--- config.mk ---
export PLATFORM = sky130hd
export DESIGN_NAME = regs_dbg_arbiter
export DESIGN_NICKNAME = d
export VERILOG_FILES = /design/src/rtl/regs_dbg_pkg.sv /design/src/rtl/regs_dbg_starve_cnt.sv /design/src/rtl/regs_dbg_arbiter.sv
export SDC_FILE = /design/constraint.sdc
export NUM_CORES = 1
export LEC_CHECK = 0
export CORE_ASPECT_RATIO = 1.75
export CORE_MARGIN = 5
export CORE_UTILIZATION = 45
export CTS_BUF_LIST = sky130_fd_sc_hd__clkbuf_8
export DETAILED_ROUTE_END_ITERATION = 12
export PLACE_DENSITY = 0.87
export SYNTH_ARGS = -nofsm -noshare
export SYNTH_HDL_FRONTEND = slang
export SYNTH_SLANG_ARGS = --single-unit
--- constraint.sdc ---
create_clock -name clk_i -period 5.74 [get_ports clk_i]
set_input_delay 0.861 -clock clk_i [delete_from_list [all_inputs] [get_ports clk_i]]
set_output_delay 0.861 -clock clk_i [all_outputs]
set_load 0.02 [all_outputs]
--- src/rtl/regs_dbg_pkg.sv ---
// Shared types for the debug-port arbiter and the register file it feeds.
package regs_dbg_pkg;

    localparam int REG_ADDR_W = 5;
    localparam int REG_DATA_W = 32;

    typedef enum logic [1:0] {
        IDLE = 2'd0,
        ARB  = 2'd1,
        RESP = 2'd2
    } dbg_state_t;

    typedef struct packed {
        logic                  we;
        logic [REG_ADDR_W-1:0] addr;
        logic [REG_DATA_W-1:0] wdata;
    } dbg_req_t;

endpackage

--- src/rtl/regs_dbg_starve_cnt.sv ---
// Saturating count of cycles a debug write has been blocked by core writeback,
// plus the registered stall request raised when the count hits the limit.
module regs_dbg_starve_cnt #(
    parameter int STARVE_LIMIT = 4
) (
    input  logic clk_i,
    input  logic rst_i,
    input  logic blocked,
    input  logic clear,
    output logic stall_req
);

    localparam int CNT_W = $clog2(STARVE_LIMIT + 1);
    localparam logic [CNT_W-1:0] LIMIT = CNT_W'(STARVE_LIMIT);

    logic [CNT_W-1:0] wait_cnt_reg;
    logic             stall_reg;

    always_ff @(posedge clk_i or posedge rst_i) begin
        if (rst_i) begin
            wait_cnt_reg <= '0;
            stall_reg    <= 1'b0;
        end else if (clear) begin
            wait_cnt_reg <= '0;
            stall_reg    <= 1'b0;
        end else if (blocked && wait_cnt_reg != LIMIT) begin
            wait_cnt_reg <= wait_cnt_reg + CNT_W'(1);
            // Stall rises on the same edge the count reaches the limit.
            if (wait_cnt_reg + CNT_W'(1) == LIMIT)
                stall_reg <= 1'b1;
        end
    end

    assign stall_req = stall_reg;

endmodule

--- src/rtl/regs_dbg_arbiter.sv ---
// Arbitrates single-outstanding debug reads/writes onto the register file's
// debug port; core writeback always wins the write port.
module regs_dbg_arbiter
    import regs_dbg_pkg::*;
#(
    parameter int ADDR_W       = REG_ADDR_W,
    parameter int DATA_W       = REG_DATA_W,
    parameter int STARVE_LIMIT = 4
) (
    input  logic              clk_i,
    input  logic              rst_i,
    input  logic              req_valid_i,
    output logic              req_ready_o,
    input  logic              req_we_i,
    input  logic [ADDR_W-1:0] req_addr_i,
    input  logic [DATA_W-1:0] req_wdata_i,
    output logic              rsp_valid_o,
    input  logic              rsp_ready_i,
    output logic [DATA_W-1:0] rsp_rdata_o,
    input  logic              core_wen_i,
    output logic              rf_en_o,
    output logic [ADDR_W-1:0] rf_addr_o,
    output logic [DATA_W-1:0] rf_wdata_o,
    input  logic [DATA_W-1:0] rf_rdata_i,
    output logic              stall_req_o,
    output logic              busy_o
);

    dbg_state_t        state_reg;
    logic              we_reg;
    logic [ADDR_W-1:0] addr_reg;
    logic [DATA_W-1:0] wdata_reg;
    logic [DATA_W-1:0] rdata_reg;

    logic in_arb;
    logic blocked;
    logic leave_arb;

    assign in_arb    = (state_reg == ARB);
    assign blocked   = in_arb && we_reg && core_wen_i;
    assign leave_arb = in_arb && !blocked;

    always_ff @(posedge clk_i or posedge rst_i) begin
        if (rst_i) begin
            state_reg <= IDLE;
            we_reg    <= 1'b0;
            addr_reg  <= '0;
            wdata_reg <= '0;
            rdata_reg <= '0;
        end else begin
            case (state_reg)
                IDLE: begin
                    if (req_valid_i) begin
                        we_reg    <= req_we_i;
                        addr_reg  <= req_addr_i;
                        wdata_reg <= req_wdata_i;
                        state_reg <= ARB;
                    end
                end
                ARB: begin
                    // Reads never contend for the write port, so they finish at once.
                    if (!we_reg) begin
                        rdata_reg <= rf_rdata_i;
                        state_reg <= RESP;
                    end else if (!core_wen_i) begin
                        rdata_reg <= '0;
                        state_reg <= RESP;
                    end
                end
                RESP: begin
                    if (rsp_ready_i)
                        state_reg <= IDLE;
                end
                default: state_reg <= IDLE;
            endcase
        end
    end

    regs_dbg_starve_cnt #(
        .STARVE_LIMIT(STARVE_LIMIT)
    ) u_starve_cnt (
        .clk_i    (clk_i),
        .rst_i    (rst_i),
        .blocked  (blocked),
        .clear    (leave_arb),
        .stall_req(stall_req_o)
    );

    // The enable is decoded from state so a reset can never leave a half-issued write.
    assign rf_en_o     = in_arb && we_reg && !core_wen_i;
    assign rf_addr_o   = in_arb ? addr_reg  : '0;
    assign rf_wdata_o  = in_arb ? wdata_reg : '0;
    assign req_ready_o = (state_reg == IDLE);
    assign rsp_valid_o = (state_reg == RESP);
    assign rsp_rdata_o = rdata_reg;
    assign busy_o      = (state_reg != IDLE);

endmodule

# Word level (Yosys, flattened, before mapping)
# Index checks and enable logic that the tools add are counted.
# W data, S select, Z words.
# classes
eq_ne,8
reduce_logical,15
addsub,1
mux,14
# op_table
cell,count
$mux W32,3
$mux W2,4
$mux W3,2
$ne A3 B3 Y1 const B,2
$pmux W2 S3,1
$reduce_and A2 Y1,3
$reduce_bool A2 Y1,3
$logic_and A1 B1 Y1,5
$mux W5,1
$ne A2 B2 Y1 const B,2
$add A3 B1 Y3 const B,1
$eq A3 B3 Y1 const B,1
$mux W1,3
$reduce_and A3 Y1,1
$eq A2 B1 Y1 const B,1
$eq A2 B2 Y1 const B,1
$logic_not A1 Y1,2
$logic_not A2 Y1,1
$ne A2 B1 Y1 const B,1
# word_totals
elab_cells,45
out_inout_bits,74
in_bits,75
ff_bits,76

# Longest topological paths before layout
# Gate-level depths: netlist of run 1.
# depth
depth_word,7
depth_mapped,5
depth_no_buf,5

# Hierarchy
# Synthesis of run 1 repeated with hierarchy kept, for this count alone.
# unflattened
hier_cells,234
area_unflattened_um2,3239.4
# by_module_without_submodules
mod,area_per_inst_um2,n_inst,cells_each
regs_dbg_arbiter,3002.9,1,212
regs_dbg_starve_cnt,236.5,1,22

# Worst setup path after synthesis of run 1
# No wires, ideal clock.
# synth_path
path_kind,input to output
startpoint,input core_wen_i
endpoint,output rf_en_o
path_stages,1
t_required_ns,4.879
path_buffers,0
arrival_time_ns,1.388
slack_ns,3.491
path_cell_list,nor3b_1
# synth_via
elab_chain_len,2
# synth_lines
item,line_no,source
"start, declared",regs_dbg_arbiter.sv:20,"input logic core_wen_i,"
$logic_not A1 Y1,regs_dbg_arbiter.sv:90,assign rf_en_o = in_arb && we_reg && !core_wen_i;
$logic_and A1 B1 Y1,regs_dbg_arbiter.sv:90,
"end, declared",regs_dbg_arbiter.sv:21,"output logic rf_en_o,"
# Every way passes these cells.

# Worst setup path in the final report of run 1
# layout_path
startpoint,register state_reg[1]
endpoint,output rf_wdata_o[31]
# layout_via
elab_chain_len,2
# layout_lines
item,line_no,source
"start, declared",regs_dbg_arbiter.sv:29,dbg_state_t state_reg;
"start signal, assigned",regs_dbg_arbiter.sv:45,state_reg <= IDLE;
"start signal, assigned",regs_dbg_arbiter.sv:57,state_reg <= ARB;
"start signal, assigned",regs_dbg_arbiter.sv:64,state_reg <= RESP;
$eq A2 B1 Y1,regs_dbg_arbiter.sv:39,assign in_arb = (state_reg == ARB);
$mux W32,regs_dbg_arbiter.sv:92,assign rf_wdata_o = in_arb ? wdata_reg : '0;
"end, declared",regs_dbg_arbiter.sv:23,"output logic [DATA_W-1:0] rf_wdata_o,"
# Every way passes these cells.

==> impl_metrics.ini, run 1 <==
[outcome]
outcome = completed

[routing]
vias = 2356
vias_per_cell = 5.09
drt_iter0_drc = 122
ant_nets = 0
firstDrtPassIters = 4
wl_mm = 7.99
drcViolationCount = 0
wl_per_cell_um = 17.3

[logic_synthesis]
yosys.area_share.simple = 0.0963
synth-main-ff-cell = dfrtp_1
synth_edf_count = 0
synth_fa_ha_area_frac = 0.0121
yosys_register_bits = 76
synth-compound-area-share = 0.109
yosysWarnings = 0
syn_inst = 228
synth_area_um2 = 3110
syn_avg_cell_area_um2 = 13.6
synth_seq_area_share = 0.612
synth_top_family_by_area = multiplexers
synthMuxAreaShare = 0.138
yosysUniqueCellTypes = 20
ys_async_sr_fraction = 1.00
synthesis.nets = 306
synth_xor_area_frac = 0

[global_route]
grtUsageTotal = 0.191
grt_first_pass_wirelength_mm = 12.5
overflow = 0
antenna_found_initial = 0
grt_max_degree = 77
grt_pass1_vias = 2475

[sta]
grt_setup_unrepaired = false
drv_slew = 0
max_freq_mhz = 297
finalClockSkew_ns = 0.00755
post-route-min-period_ns = 3.37
fin_tns_setup_ns = 0
setup_viol = 0
slew_headroom = 0.161
worst_slack_ns = 2.37
period_share = 0.588
tightest_slew_ns = 1.26
hold_viol = 0

[clock_network]
cts_buffers = 9
cts_tree = yes
cts.repair.resized = 0
root_buffer = clkbuf_8
cts.clk_slew.worst_paths_ns = 0.07
clock_sinks = 76
htreeDepth = 3
cts_max_path_buffers = 2
post-cts-setup-buffers = 0
clock_latency_ns = 0.34
ctsHoldBuffers = 0

[floorplanning]
start_util = 0.456
die_y_um = 120
core_um2 = 6810
io_pins = 149
dieArea_um2 = 8730
fp-row-count = 40
die_w_um = 72.8

[place]
io_buffers = 148
pre_cts_slack_ns = 2.68
place.gp.congestion = 0.736
hpwl_mm = 5.95

[power_and_ir_drop]
ir_worst_vdd_mv = 0.314
p_per_area_nw_per_um2 = 518
p_leak_nw = 2.06

[worst_setup_path]
worstSetupPathType = register to output port
arrival_ns = 2.51
path_cells = and2b_1 > and2_1 > clkdlybuf4s50_1
max_stage_delay_ns = 0.89
critPathLaunchType = register
cp_max_fo = 42
r2r_slack_ns = 2.83
cpMaxStageDelayCell = and2b_1
required_ns = 4.88
crit_path_end_kind = output port

[cells_and_area]
final_cell_mix = clkdlybuf4s50_1 (148), dfrtp_1 (76), mux2_1 (38)
diodes = 0
area_growth_pct = 55.4
drive_gt1_frac = 0.0528
finalNetCount = 452
layout_commonest_cell = clkdlybuf4s50_1

[flow_run]
cap_violations = 0

[hold_path]
holdCritPathClass = register to register
-- critical path, delay by kind of cell, from the launching register on --
family,cells,cell delay (ns)
and+or+nand+nor,2,1.12
DFF,1,0.40
buffers and inverters,1,0.64
-- area by class of cell --
type | instances | area, um2
fill | 524 | 1980
sequential | 76 | 1900
timing repair buffer | 149 | 1490
multi-input combinational | 132 | 1110
clock buffer | 11 | 151
tap | 84 | 105
clock inverter | 5 | 50.0
inverter | 6 | 22.5
-- worst paths after layout --
check / from / end / cells after the start
max: state_reg[1] / rf_wdata_o[31] / 3
min: addr_reg[3] / addr_reg[3] / 1
max reg2reg: state_reg[1] / rsp_rdata_o[7] / 3
min reg2reg: addr_reg[3] / addr_reg[3] / 1
max in group asynchronous: rst_i / rsp_rdata_o[8] / 3
min in group asynchronous: rst_i / wdata_reg[9] / 3
-- routing by layer --
layer | track usage | vias up | part of all wire
li1 | - | 1093 | -
met1 | 0.194 | 1155 | 0.33
met2 | 0.346 | 86 | 0.57
met3 | 0.0453 | 22 | 0.054
met4 | 0.103 | 0 | 0.039
met5 | 0 | - | 0
-- power breakdown --
part | leakage (nW) | internal [mW] | switching [mW]
combinational | 1.02 | 0.613 | 0.582
clock | 0.109 | 0.221 | 0.183
sequential | 0.936 | 0.779 | 0.125
total | 2.06 | 1.61 | 0.890
-- cells by family (layout without fill, tap and decap cells) --
| logic type | after synthesis | count (layout) |
|---|---|---|
| AOI/OAI and AO/OA | 41 | 41 |
| adders and majority gates | 3 | 3 |
| buffers and inverters | 20 | 171 |
| DFF | 76 | 76 |
| muxes | 38 | 38 |
| and+or+nand+nor | 50 | 50 |
-- cells in the mapped netlist (2+ instances only) --
| library cell | count | area [um2] |
|---|---|---|
| dfrtp_1 | 76 | 1900 |
| and2_1 | 38 | 238 |
| mux2_1 | 38 | 428 |
| a22o_1 | 33 | 289 |
| buf_2 | 9 | 45.0 |
| inv_1 | 6 | 22.5 |
| clkbuf_1 | 3 | 11.3 |
| ha_1 | 3 | 37.5 |
| nand2_1 | 3 | 11.3 |
| nand2b_1 | 3 | 18.8 |
| nor2_1 | 3 | 11.3 |
| a21oi_1 | 2 | 10.0 |
| a31oi_1 | 2 | 12.5 |
| buf_6 | 2 | 22.5 |
| o21ai_1 | 2 | 10.0 |
-- metrics by stage --
step                      hold slack [ns]  utilization  instance area, um2  std cells  total power, mW
after detailed placement            0.467        0.679                4620        447             2.12
final                               0.479        0.709                4830        463             2.50
after global placement              0.458        0.679                4620        447             2.08
after floorplan                     0.449            -                3110        228             1.58
after global routing                0.491        0.709                4830        463             2.65
after CTS                           0.483        0.709                4830        463             2.54
No activity file was read; power rests on OpenSTA's default activity.
==> inputs of run 2 (changes only) <==
Settings changed: CORE_UTILIZATION 45 to 38, PLACE_DENSITY 0.87 to 0.79.
Clock period 5.74 ns to 3 ns, I/O delays scaled along.
==> impl_metrics.ini, run 2 (synthesis results as in run 1) <==
[sta]
grt_setup_unrepaired = false
tightest_slew_ns = 0.629
finalClockSkew_ns = 0.00974
drv_slew = 0
setup_viol = 0
worst_slack_ns = 0.404
hold_viol = 0
post-route-min-period_ns = 2.60
max_freq_mhz = 385
period_share = 0.865
fin_tns_setup_ns = 0
slew_headroom = 0.580

[power_and_ir_drop]
p_leak_nw = 2.08
p_per_area_nw_per_um2 = 972
ir_worst_vdd_mv = 0.510

[cells_and_area]
diodes = 0
stdcell_area_um2 = 4870
seq_area_um2 = 1900
finalNetCount = 456
nFillCells = 666
drive_gt1_frac = 0.0601
multiInputGateArea_um2 = 1110
area_growth_pct = 56.8
layout_commonest_cell = clkdlybuf4s50_1
final_cell_mix = clkdlybuf4s50_1 (148), dfrtp_1 (76), mux2_1 (38)

[global_route]
grtUsageTotal = 0.161
grt_max_degree = 42
antenna_found_initial = 0
overflow = 0
grt_pass1_vias = 2461
grt_first_pass_wirelength_mm = 12.4

[worst_setup_path]
crit_path_end_kind = output port
path_cells = and2b_1 > buf_12 > and2_1 > clkdlybuf4s50_1
critPathLaunchType = register
cpMaxStageDelayCell = clkdlybuf4s50_1
cp_max_fo = 31
worstSetupPathType = register to output port
max_stage_delay_ns = 0.60
required_ns = 2.55
arrival_ns = 2.15

[routing]
firstDrtPassIters = 5
ant_nets = 0
vias_per_cell = 4.87
vias = 2304
wl_per_cell_um = 16.9
drcViolationCount = 0
wl_mm = 8.01
drt_iter0_drc = 90

[place]
pre_cts_slack_ns = 0.727
place.gp.congestion = 0.806
hpwl_mm = 6.06
io_buffers = 148
place_area_um2 = 4700

[flow_run]
cap_violations = 0

[outcome]
outcome = completed

[floorplanning]
die_y_um = 130
start_util = 0.390
die_w_um = 78.3
fp-row-count = 43
core_um2 = 7960
dieArea_um2 = 10200
io_pins = 149

[hold_path]
holdCritPathClass = primary input to async pin

[clock_network]
clock_latency_ns = 0.34
cts_max_path_buffers = 2
cts_tree = yes
cts_buffers = 9
cts.clk_slew.worst_paths_ns = 0.08
cts.repair.resized = 0
htreeDepth = 3
ctsHoldBuffers = 0
root_buffer = clkbuf_8
clock_sinks = 76
post-cts-setup-buffers = 0
## run 2: critical path, delay by kind of cell, from the launching register on
kind | cells | cell delay (ns)
buffers and inverters | 2 | 0.81
AND/OR/NAND/NOR | 2 | 0.59
flip-flops | 1 | 0.41
## run 2: cell type report
class | instances | share of cell area
clock buffers | 10 | 0.0283
well taps | 90 | 0.0231
flip-flops and latches | 76 | 0.391
clock inverters | 6 | 0.00642
multi-input cells | 132 | 0.227
inverters | 6 | 0.00488
repair buffers | 153 | 0.320
## run 2: power by group
group          leakage [nW]  total (mW)  internal (mW)  switching [mW]
sequential            0.936        1.72           1.49           0.231
combinational          1.05        2.34           1.22            1.12
clock                0.0930       0.670          0.314           0.356
## run 2: worst paths after layout
check	from	endpoint	slack [ns]	depth (start not counted)
max in group asynchronous	rst_i	rsp_rdata_o[20]	1.88	3
min reg2reg	wdata_reg[7]	wdata_reg[7]	0.48	1
max reg2reg	state_reg[1]	rsp_rdata_o[5]	1.09	4
min in group clk_i	wdata_reg[7]	wdata_reg[7]	0.48	1
min	rst_i	wdata_reg[19]	0.48	2
max	state_reg[1]	rf_wdata_o[26]	0.40	4
## run 2: metrics by stage
step	hold WS [ns]	cells	util	power (mW)
floorplan	0.449	228	-	3.01
detailed placement	0.468	457	0.590	4.11
global route	0.501	473	0.612	5.03
finish	0.479	473	0.612	4.73
CTS	0.485	473	0.612	4.82
global placement	0.459	457	0.590	4.05
## run 2: per-layer routing
layer	GRT usage	routed length [um]	vias to the layer above	part of all wire
li1	-	-	1095	-
met1	0.179	3060	1103	0.38
met2	0.282	4350	90	0.54
met3	0.0348	351	16	0.044
met4	0.0917	247	0	0.031
met5	0	0	-	0
